[config.mk]
export PLATFORM = sky130hd
export DESIGN_NAME = sram_bus_arbiter_flat
export DESIGN_NICKNAME = d
export VERILOG_FILES = /design/src/rtl/sram_bus_arbiter_if.sv /design/src/rtl/sram_bus_arbiter.sv /design/src/flat_wrapper.sv
export SDC_FILE = /design/constraint.sdc
export NUM_CORES = 1
export LEC_CHECK = 0
export CAP_MARGIN = 25
export CORE_UTILIZATION = 44
export DETAILED_ROUTE_END_ITERATION = 10
export GPL_TIMING_DRIVEN = 0
export HOLD_SLACK_MARGIN = 0.15
export MAX_ROUTING_LAYER = met4
export PLACE_DENSITY = 0.8
export SLEW_MARGIN = 10
export SYNTH_ARGS = -nofsm -noshare
export SYNTH_HDL_FRONTEND = slang
export SYNTH_SLANG_ARGS = --single-unit
[constraint.sdc]
create_clock -name clk -period 8.5 [get_ports clk]
set_input_delay 1.275 -clock clk [delete_from_list [all_inputs] [get_ports clk]]
set_output_delay 1.275 -clock clk [all_outputs]
set_load 0.01 [all_outputs]
[src/rtl/sram_bus_arbiter_if.sv]
// CPU-side fetch/data request ports plus the SRAM pin-side bus of the arbiter.
// The arbiter uses the slave modport; the CPU core and pad drivers sit on the master side.
interface sram_bus_arbiter_if;
  logic        if_req_i;
  logic [31:0] if_addr_i;
  logic [31:0] if_data_o;
  logic        if_ack_o;
  logic        if_stall_o;

  logic        mem_req_i;
  logic        mem_we_i;
  logic [31:0] mem_addr_i;
  logic [3:0]  mem_sel_i;
  logic [31:0] mem_data_i;
  logic [31:0] mem_data_o;
  logic        mem_ack_o;
  logic        mem_stall_o;

  logic [19:0] sram_addr_o;
  logic        sram_bank_o;
  logic [3:0]  sram_be_n_o;
  logic        sram_ce_n_o;
  logic        sram_oe_n_o;
  logic        sram_we_n_o;
  logic [31:0] sram_dout_o;
  logic        sram_dout_en_o;
  logic [31:0] sram_din_i;

  modport slave (
    input  if_req_i, if_addr_i,
    output if_data_o, if_ack_o, if_stall_o,
    input  mem_req_i, mem_we_i, mem_addr_i, mem_sel_i, mem_data_i,
    output mem_data_o, mem_ack_o, mem_stall_o,
    output sram_addr_o, sram_bank_o, sram_be_n_o, sram_ce_n_o, sram_oe_n_o,
    output sram_we_n_o, sram_dout_o, sram_dout_en_o,
    input  sram_din_i
  );

  modport master (
    output if_req_i, if_addr_i,
    input  if_data_o, if_ack_o, if_stall_o,
    output mem_req_i, mem_we_i, mem_addr_i, mem_sel_i, mem_data_i,
    input  mem_data_o, mem_ack_o, mem_stall_o,
    input  sram_addr_o, sram_bank_o, sram_be_n_o, sram_ce_n_o, sram_oe_n_o,
    input  sram_we_n_o, sram_dout_o, sram_dout_en_o,
    output sram_din_i
  );
endinterface

[src/rtl/sram_bus_arbiter.sv]
// Round-robin arbiter sharing one async SRAM between fetch and data ports; read ack WAIT_CYCLES+1, write ack WE_CYCLES+3 cycles after grant.
// Requesters stall until their one-cycle ack; new requests are only sampled in IDLE.
module sram_bus_arbiter #(
  parameter int WAIT_CYCLES = 2,
  parameter int WE_CYCLES   = 2
) (
  input logic               clk,
  input logic               rst,
  sram_bus_arbiter_if.slave bus
);

  typedef enum logic [2:0] {
    S_IDLE,
    S_RD,
    S_WR_SETUP,
    S_WR_PULSE,
    S_WR_HOLD,
    S_DONE
  } state_t;

  localparam logic OWN_IF  = 1'b0;
  localparam logic OWN_MEM = 1'b1;

  localparam int               CNT_W   = 8;
  localparam logic [CNT_W-1:0] RD_LAST = CNT_W'(WAIT_CYCLES - 1);
  localparam logic [CNT_W-1:0] WE_LAST = CNT_W'(WE_CYCLES - 1);

  state_t           state_q, state_d;
  logic [CNT_W-1:0] cnt_q;

  logic        owner_q;
  logic        last_owner_q;
  logic        we_q;
  logic [20:0] addr_q;
  logic [3:0]  sel_q;
  logic [31:0] wdata_q;

  logic grant_mem, grant_if;

  logic ce_n_d, oe_n_d, we_n_d, dout_en_d;
  logic if_ack_d, mem_ack_d, cap_if, cap_mem;

  logic        ce_n_q, oe_n_q, we_n_q, dout_en_q;
  logic [19:0] sram_addr_q;
  logic        bank_q;
  logic [3:0]  be_n_q;
  logic [31:0] dout_q;
  logic        if_ack_q, mem_ack_q;
  logic [31:0] if_data_q, mem_data_q;

  // Word address and bank only use addr[22:2].
  logic unused_addr_bits;
  assign unused_addr_bits = ^{bus.if_addr_i[31:23], bus.if_addr_i[1:0],
                              bus.mem_addr_i[31:23], bus.mem_addr_i[1:0]};

  // On contention the port that did not own the bus last time wins.
  always_comb begin
    grant_mem = bus.mem_req_i & (~bus.if_req_i | (last_owner_q == OWN_IF));
    grant_if  = bus.if_req_i & ~grant_mem;
  end

  always_ff @(posedge clk or posedge rst) begin
    if (rst) begin
      state_q      <= S_IDLE;
      cnt_q        <= '0;
      owner_q      <= OWN_IF;
      last_owner_q <= OWN_IF;
      we_q         <= 1'b0;
      addr_q       <= '0;
      sel_q        <= '0;
      wdata_q      <= '0;
    end else begin
      state_q <= state_d;
      if (state_d != state_q) begin
        cnt_q <= '0;
      end else if (state_q != S_IDLE) begin
        cnt_q <= cnt_q + 1'b1;
      end
      if (state_q == S_IDLE && (grant_mem || grant_if)) begin
        owner_q      <= grant_mem;
        last_owner_q <= grant_mem;
        we_q         <= grant_mem & bus.mem_we_i;
        addr_q       <= grant_mem ? bus.mem_addr_i[22:2] : bus.if_addr_i[22:2];
        sel_q        <= grant_mem ? bus.mem_sel_i : 4'hF;
        wdata_q      <= bus.mem_data_i;
      end
    end
  end

  always_comb begin
    state_d = state_q;
    case (state_q)
      S_IDLE: begin
        if (grant_mem && bus.mem_we_i) begin
          state_d = S_WR_SETUP;
        end else if (grant_mem || grant_if) begin
          state_d = S_RD;
        end
      end
      S_RD:       if (cnt_q == RD_LAST) state_d = S_DONE;
      S_WR_SETUP: state_d = S_WR_PULSE;
      S_WR_PULSE: if (cnt_q == WE_LAST) state_d = S_WR_HOLD;
      S_WR_HOLD:  state_d = S_DONE;
      S_DONE:     state_d = S_IDLE;
      default:    state_d = S_IDLE;
    endcase
  end

  // Strobes are decoded from the current state and registered, so pins lag the state by one cycle.
  always_comb begin
    ce_n_d    = 1'b1;
    oe_n_d    = 1'b1;
    we_n_d    = 1'b1;
    dout_en_d = 1'b0;
    if_ack_d  = 1'b0;
    mem_ack_d = 1'b0;
    cap_if    = 1'b0;
    cap_mem   = 1'b0;
    case (state_q)
      S_RD: begin
        ce_n_d = 1'b0;
        oe_n_d = 1'b0;
      end
      S_WR_SETUP, S_WR_HOLD: begin
        ce_n_d    = 1'b0;
        dout_en_d = 1'b1;
      end
      S_WR_PULSE: begin
        ce_n_d    = 1'b0;
        dout_en_d = 1'b1;
        we_n_d    = ~|sel_q;
      end
      S_DONE: begin
        if_ack_d  = (owner_q == OWN_IF);
        mem_ack_d = (owner_q == OWN_MEM);
        cap_if    = (owner_q == OWN_IF) & ~we_q;
        cap_mem   = (owner_q == OWN_MEM) & ~we_q;
      end
      default: ;
    endcase
  end

  // Read data is sampled at the edge that ends the last oe_n-low pin cycle.
  always_ff @(posedge clk or posedge rst) begin
    if (rst) begin
      ce_n_q      <= 1'b1;
      oe_n_q      <= 1'b1;
      we_n_q      <= 1'b1;
      dout_en_q   <= 1'b0;
      sram_addr_q <= '0;
      bank_q      <= 1'b0;
      be_n_q      <= 4'hF;
      dout_q      <= '0;
      if_ack_q    <= 1'b0;
      mem_ack_q   <= 1'b0;
      if_data_q   <= '0;
      mem_data_q  <= '0;
    end else begin
      ce_n_q      <= ce_n_d;
      oe_n_q      <= oe_n_d;
      we_n_q      <= we_n_d;
      dout_en_q   <= dout_en_d;
      sram_addr_q <= addr_q[19:0];
      bank_q      <= addr_q[20];
      be_n_q      <= ~sel_q;
      dout_q      <= wdata_q;
      if_ack_q    <= if_ack_d;
      mem_ack_q   <= mem_ack_d;
      if (cap_if) begin
        if_data_q <= bus.sram_din_i;
      end
      if (cap_mem) begin
        mem_data_q <= bus.sram_din_i;
      end
    end
  end

  assign bus.sram_ce_n_o    = ce_n_q;
  assign bus.sram_oe_n_o    = oe_n_q;
  assign bus.sram_we_n_o    = we_n_q;
  assign bus.sram_dout_en_o = dout_en_q;
  assign bus.sram_addr_o    = sram_addr_q;
  assign bus.sram_bank_o    = bank_q;
  assign bus.sram_be_n_o    = be_n_q;
  assign bus.sram_dout_o    = dout_q;
  assign bus.if_ack_o       = if_ack_q;
  assign bus.mem_ack_o      = mem_ack_q;
  assign bus.if_data_o      = if_data_q;
  assign bus.mem_data_o     = mem_data_q;
  assign bus.if_stall_o     = bus.if_req_i & ~if_ack_q;
  assign bus.mem_stall_o    = bus.mem_req_i & ~mem_ack_q;

endmodule

[src/flat_wrapper.sv]
// flat-port wrapper written by rule: the top's interface ports become plain ports
module sram_bus_arbiter_flat 
#(
  parameter int WAIT_CYCLES = 2,
  parameter int WE_CYCLES   = 2
)
  (clk, rst, bus_if_req_i, bus_if_addr_i, bus_if_data_o, bus_if_ack_o, bus_if_stall_o, bus_mem_req_i, bus_mem_we_i, bus_mem_addr_i, bus_mem_sel_i, bus_mem_data_i, bus_mem_data_o, bus_mem_ack_o, bus_mem_stall_o, bus_sram_addr_o, bus_sram_bank_o, bus_sram_be_n_o, bus_sram_ce_n_o, bus_sram_oe_n_o, bus_sram_we_n_o, bus_sram_dout_o, bus_sram_dout_en_o, bus_sram_din_i);
  sram_bus_arbiter_if bus_i ();
  input logic clk;
  input logic rst;
  input wire logic [$bits(bus_i.if_req_i)-1:0] bus_if_req_i;
  input wire logic [$bits(bus_i.if_addr_i)-1:0] bus_if_addr_i;
  output wire logic [$bits(bus_i.if_data_o)-1:0] bus_if_data_o;
  output wire logic [$bits(bus_i.if_ack_o)-1:0] bus_if_ack_o;
  output wire logic [$bits(bus_i.if_stall_o)-1:0] bus_if_stall_o;
  input wire logic [$bits(bus_i.mem_req_i)-1:0] bus_mem_req_i;
  input wire logic [$bits(bus_i.mem_we_i)-1:0] bus_mem_we_i;
  input wire logic [$bits(bus_i.mem_addr_i)-1:0] bus_mem_addr_i;
  input wire logic [$bits(bus_i.mem_sel_i)-1:0] bus_mem_sel_i;
  input wire logic [$bits(bus_i.mem_data_i)-1:0] bus_mem_data_i;
  output wire logic [$bits(bus_i.mem_data_o)-1:0] bus_mem_data_o;
  output wire logic [$bits(bus_i.mem_ack_o)-1:0] bus_mem_ack_o;
  output wire logic [$bits(bus_i.mem_stall_o)-1:0] bus_mem_stall_o;
  output wire logic [$bits(bus_i.sram_addr_o)-1:0] bus_sram_addr_o;
  output wire logic [$bits(bus_i.sram_bank_o)-1:0] bus_sram_bank_o;
  output wire logic [$bits(bus_i.sram_be_n_o)-1:0] bus_sram_be_n_o;
  output wire logic [$bits(bus_i.sram_ce_n_o)-1:0] bus_sram_ce_n_o;
  output wire logic [$bits(bus_i.sram_oe_n_o)-1:0] bus_sram_oe_n_o;
  output wire logic [$bits(bus_i.sram_we_n_o)-1:0] bus_sram_we_n_o;
  output wire logic [$bits(bus_i.sram_dout_o)-1:0] bus_sram_dout_o;
  output wire logic [$bits(bus_i.sram_dout_en_o)-1:0] bus_sram_dout_en_o;
  input wire logic [$bits(bus_i.sram_din_i)-1:0] bus_sram_din_i;
  assign bus_i.if_req_i = bus_if_req_i;
  assign bus_i.if_addr_i = bus_if_addr_i;
  assign bus_if_data_o = bus_i.if_data_o;
  assign bus_if_ack_o = bus_i.if_ack_o;
  assign bus_if_stall_o = bus_i.if_stall_o;
  assign bus_i.mem_req_i = bus_mem_req_i;
  assign bus_i.mem_we_i = bus_mem_we_i;
  assign bus_i.mem_addr_i = bus_mem_addr_i;
  assign bus_i.mem_sel_i = bus_mem_sel_i;
  assign bus_i.mem_data_i = bus_mem_data_i;
  assign bus_mem_data_o = bus_i.mem_data_o;
  assign bus_mem_ack_o = bus_i.mem_ack_o;
  assign bus_mem_stall_o = bus_i.mem_stall_o;
  assign bus_sram_addr_o = bus_i.sram_addr_o;
  assign bus_sram_bank_o = bus_i.sram_bank_o;
  assign bus_sram_be_n_o = bus_i.sram_be_n_o;
  assign bus_sram_ce_n_o = bus_i.sram_ce_n_o;
  assign bus_sram_oe_n_o = bus_i.sram_oe_n_o;
  assign bus_sram_we_n_o = bus_i.sram_we_n_o;
  assign bus_sram_dout_o = bus_i.sram_dout_o;
  assign bus_sram_dout_en_o = bus_i.sram_dout_en_o;
  assign bus_i.sram_din_i = bus_sram_din_i;
  sram_bus_arbiter #(.WAIT_CYCLES(WAIT_CYCLES), .WE_CYCLES(WE_CYCLES)) u_core (.clk(clk), .rst(rst), .bus(bus_i));
endmodule
==> run summary <==
Wirelength per Cell: 16.7 µm
Switching power as a share of total power: 0.305
# clock sinks: 197
Total vias in the final route: 4858
Synthesized area divided by synthesized cell count: 13.5 µm²
Number of max-slew violations in the final report: 0
Vias in the first global route: 5098
GPL Wtd Cong: 0.781
Synth Instances: 525
Total internal power: 2620 µW
Kind of critical path: in -> out
Area share of the largest cell type after synthesis: 0.669
Clock tree from TritonCTS: built
Post-detailed-route via-to-cell ratio: 4.78
Static leakage: 0.00467 µW
Yosys warning count: 0
Achievable Freq: 258 MHz
Number of nets with antenna violations after routing: 0
Crit-path max FO: 4
Outcome: finished, final reports clean
Aggregate negative setup slack: 0 ns
Total clock buffers created by CTS: 17
Setup-violating endpoint count in the final report: 0
Type of element capturing the critical path: output pin
Root Buffer Master: sky130_fd_sc_hd__clkbuf_16
Post-cts gate resize count: 0
Pin slew with the least headroom to its limit: 0.656 ns
Number of I/O pins: 266
Antenna violations before repair: 0
Quantity of I/O buffers inserted on ports: 243
Sequential share of the synthesized area: 0.695
Sequential fraction of design power: 0.419
Flop and latch count out of synthesis: 197
Number of placed instances with taps included: 985
Sum of routed wire length over all layers: 17000 µm
Source-to-sink clock delay at the later pin of the worst-skew pair: 0.42 ns
Global router's overall resource usage: 0.217
Std-Cell Rows: 46
Worst endpoint required time: 7.22 ns
Largest area contributor in the netlist: sky130_fd_sc_hd__dfrtp_1
Share of layout cells above drive strength 1: 0.150
Area enclosed by the die boundary: 16700 µm²
Slew HR: 0.563
Post-CTS setup buffers: 0
Clock Path Buffers: 2
Maximum vdd ir drop: 0.149 mV
Library cells used by synthesis: 34
Switch Pwr: 1150 µW
Part of the cycle the worst path needs: 0.455
Top area cells in the synthesized netlist: sky130_fd_sc_hd__dfrtp_1, sky130_fd_sc_hd__mux2_2, sky130_fd_sc_hd__nand2_1
Post-synth ARST share: 1.00
Total iterations of the first detailed-routing run: 4
Min-delay worst type: reg -> reg
Part of the power in combinational logic: 0.368
Maximum number of pins on one net before global-route repair: 132
Count of inserted antenna diode cells: 0
Placed wire-length estimate after detailed placement: 12800 µm
Number of nets in the finished design: 927
Kind of start point of the critical path: input port
Die Wd: 129 µm
Most frequent cells in the layout: sky130_fd_sc_hd__clkdlybuf4s50_1, sky130_fd_sc_hd__dfrtp_1, sky130_fd_sc_hd__nand2_1
Most common cell after layout, fill and taps aside: sky130_fd_sc_hd__clkdlybuf4s50_1
Area delta synth->final: 46.9%
Shortest period the worst path allows: 3.87 ns
Total of max-cap violations: 0
Clk network pwr share: 0.213
Hold-fix buffers, CTS: 0
Data arrival time at the worst-slack endpoint: 2.59 ns
Leftover overflow at the end of global routing: 0
Commonest register cell after synthesis: sky130_fd_sc_hd__dfrtp_1
Setup repair after global routing missed its margin: false
Worst setup skew after layout: 0.00818 ns
Final Hold Violating Endpoints: 0
Violation count after the first detailed-routing iteration: 208
Overall die height: 129 µm
Nets in the synthesized netlist: 664
Total standard cell area after synthesis: 7100 µm²
Wire length of the first global-routing pass: 26300 µm
Number of design rule violations left after detail routing: 0
Starting Density: 0.449
Core footprint: 15800 µm²
Total power divided by cell area: 362 nW/µm²
Clock Pin Slew Worst Setup and Hold Paths: 0.07 ns
FILL cells: 1170
Final Instance Count excl. Fillers: 1017
CTS HTree Levels: 4
Number of synthesized flops with an enable pin: 0
==> metrics by stage <==
stage | utilization | setup WS, ns | total power [µW] | instance area (µm²) | hold slack, ns
after detailed placement | 0.622 | 4.62 | 3010 | 9840 | 0.359
after global placement | 0.619 | 0.0120 | 2930 | 9800 | 0.356
after global routing | 0.659 | 4.61 | 3990 | 10400 | 0.381
after floorplan | - | 1.87 | 2170 | 7100 | 0.354
after CTS | 0.659 | 4.62 | 3820 | 10400 | 0.375
final | 0.659 | 4.63 | 3770 | 10400 | 0.371
==> final cells by class <==
class,count,area [µm²],area share
Clock buffer,21,440,0.0422
Inverter,8,37.5,0.00360
Sequential cell,197,4940,0.473
Timing Repair Buffer,244,2460,0.236
Clock inverter,11,153,0.0146
Multi-Input combinational cell,299,1960,0.188
Buffer,21,176,0.0169
Tap cell,216,270,0.0259
==> path summary, 6_finish.rpt <==
kind / from / end / slack (ns) / cells past startpoint
worst max-delay path: bus_if_req_i / bus_if_stall_o / 4.63 / 3
worst min-delay path: u_core.addr_q[3] / u_core.bus.sram_addr_o[3] / 0.37 / 0
worst max register to register: u_core.cnt_q[0] / u_core.cnt_q[4] / 6.51 / 5
worst min register to register: u_core.addr_q[3] / u_core.bus.sram_addr_o[3] / 0.37 / 0
max in group asynchronous: rst / u_core.wdata_q[11] / 6.18 / 3
min in group asynchronous: rst / u_core.bus.if_data_o[17] / 1.30 / 2
==> cells by family after synthesis <==
logic type	Yosys count	share of synthesized area
AOI/OAI and AO/OA	36	0.0280
buffers and inverters	29	0.0291
and+or+nand+nor	169	0.104
DFF	197	0.695
adders and majority gates	2	0.00352
xor gates and xnor gates	7	0.00863
muxes	85	0.131
==> synth_stat cells, types with 2 or more instances <==
library cell                 n
sky130_fd_sc_hd__nor2b_1     3
sky130_fd_sc_hd__mux2i_1    21
sky130_fd_sc_hd__a21oi_1     5
sky130_fd_sc_hd__buf_2       3
sky130_fd_sc_hd__nand2_1   130
sky130_fd_sc_hd__buf_6       7
sky130_fd_sc_hd__mux2_1      4
sky130_fd_sc_hd__nor3_1      2
sky130_fd_sc_hd__nand3_1     3
sky130_fd_sc_hd__mux2_2     60
sky130_fd_sc_hd__buf_4       2
sky130_fd_sc_hd__inv_1       7
sky130_fd_sc_hd__dfrtp_1   190
sky130_fd_sc_hd__xor2_1      4
sky130_fd_sc_hd__dfstp_2     7
sky130_fd_sc_hd__xnor2_1     3
sky130_fd_sc_hd__nor3_4      3
sky130_fd_sc_hd__o21ai_0    26
sky130_fd_sc_hd__clkbuf_1    6
sky130_fd_sc_hd__nand4_1     4
sky130_fd_sc_hd__nor2_1     18
sky130_fd_sc_hd__ha_1        2
sky130_fd_sc_hd__buf_8       3
sky130_fd_sc_hd__nor4b_1     2
==> registers in the layout, summed over array words and instances, names as in the netlist, 3 cells and up <==
name and cells:
u_core.sel_q 4, u_core.cnt_q 8, u_core.bus.sram_be_n_o 4, u_core.bus.mem_data_o 32, u_core.bus.sram_addr_o 20, u_core.addr_q 21, u_core.bus.if_data_o 32, u_core.bus.sram_dout_o 32
u_core.state_q 3, u_core.wdata_q 32
==> power groups by stage <==
| stage | clock (µW) | combinational, µW | sequential [µW] |
|---|---|---|---|
| 6_report | 804 | 1390 | 1580 |
| 5_1_grt | 861 | 1500 | 1630 |
| 4_1_cts | 820 | 1410 | 1590 |
| 3_5_place_dp | 0 | 1410 | 1600 |
| 3_3_place_gp | 0 | 1360 | 1570 |
| 2_1_floorplan | 0 | 467 | 1700 |
==> critical path: stages <==
cell and delay (ns):
sky130_fd_sc_hd__clkdlybuf4s50_1 0.59, sky130_fd_sc_hd__nor2b_1 0.17, sky130_fd_sc_hd__clkdlybuf4s50_1 0.55
==> layer usage <==
layer | global-route usage | wire [µm] | up-vias
met3 | 0.0557 | 1060 | 26
met5 | - | 0 | -
met4 | 0.0768 | 352 | 0
li1 | - | - | 2251
met2 | 0.376 | 8810 | 181
met1 | 0.242 | 6800 | 2400
(Power assumes the default switching activity.)
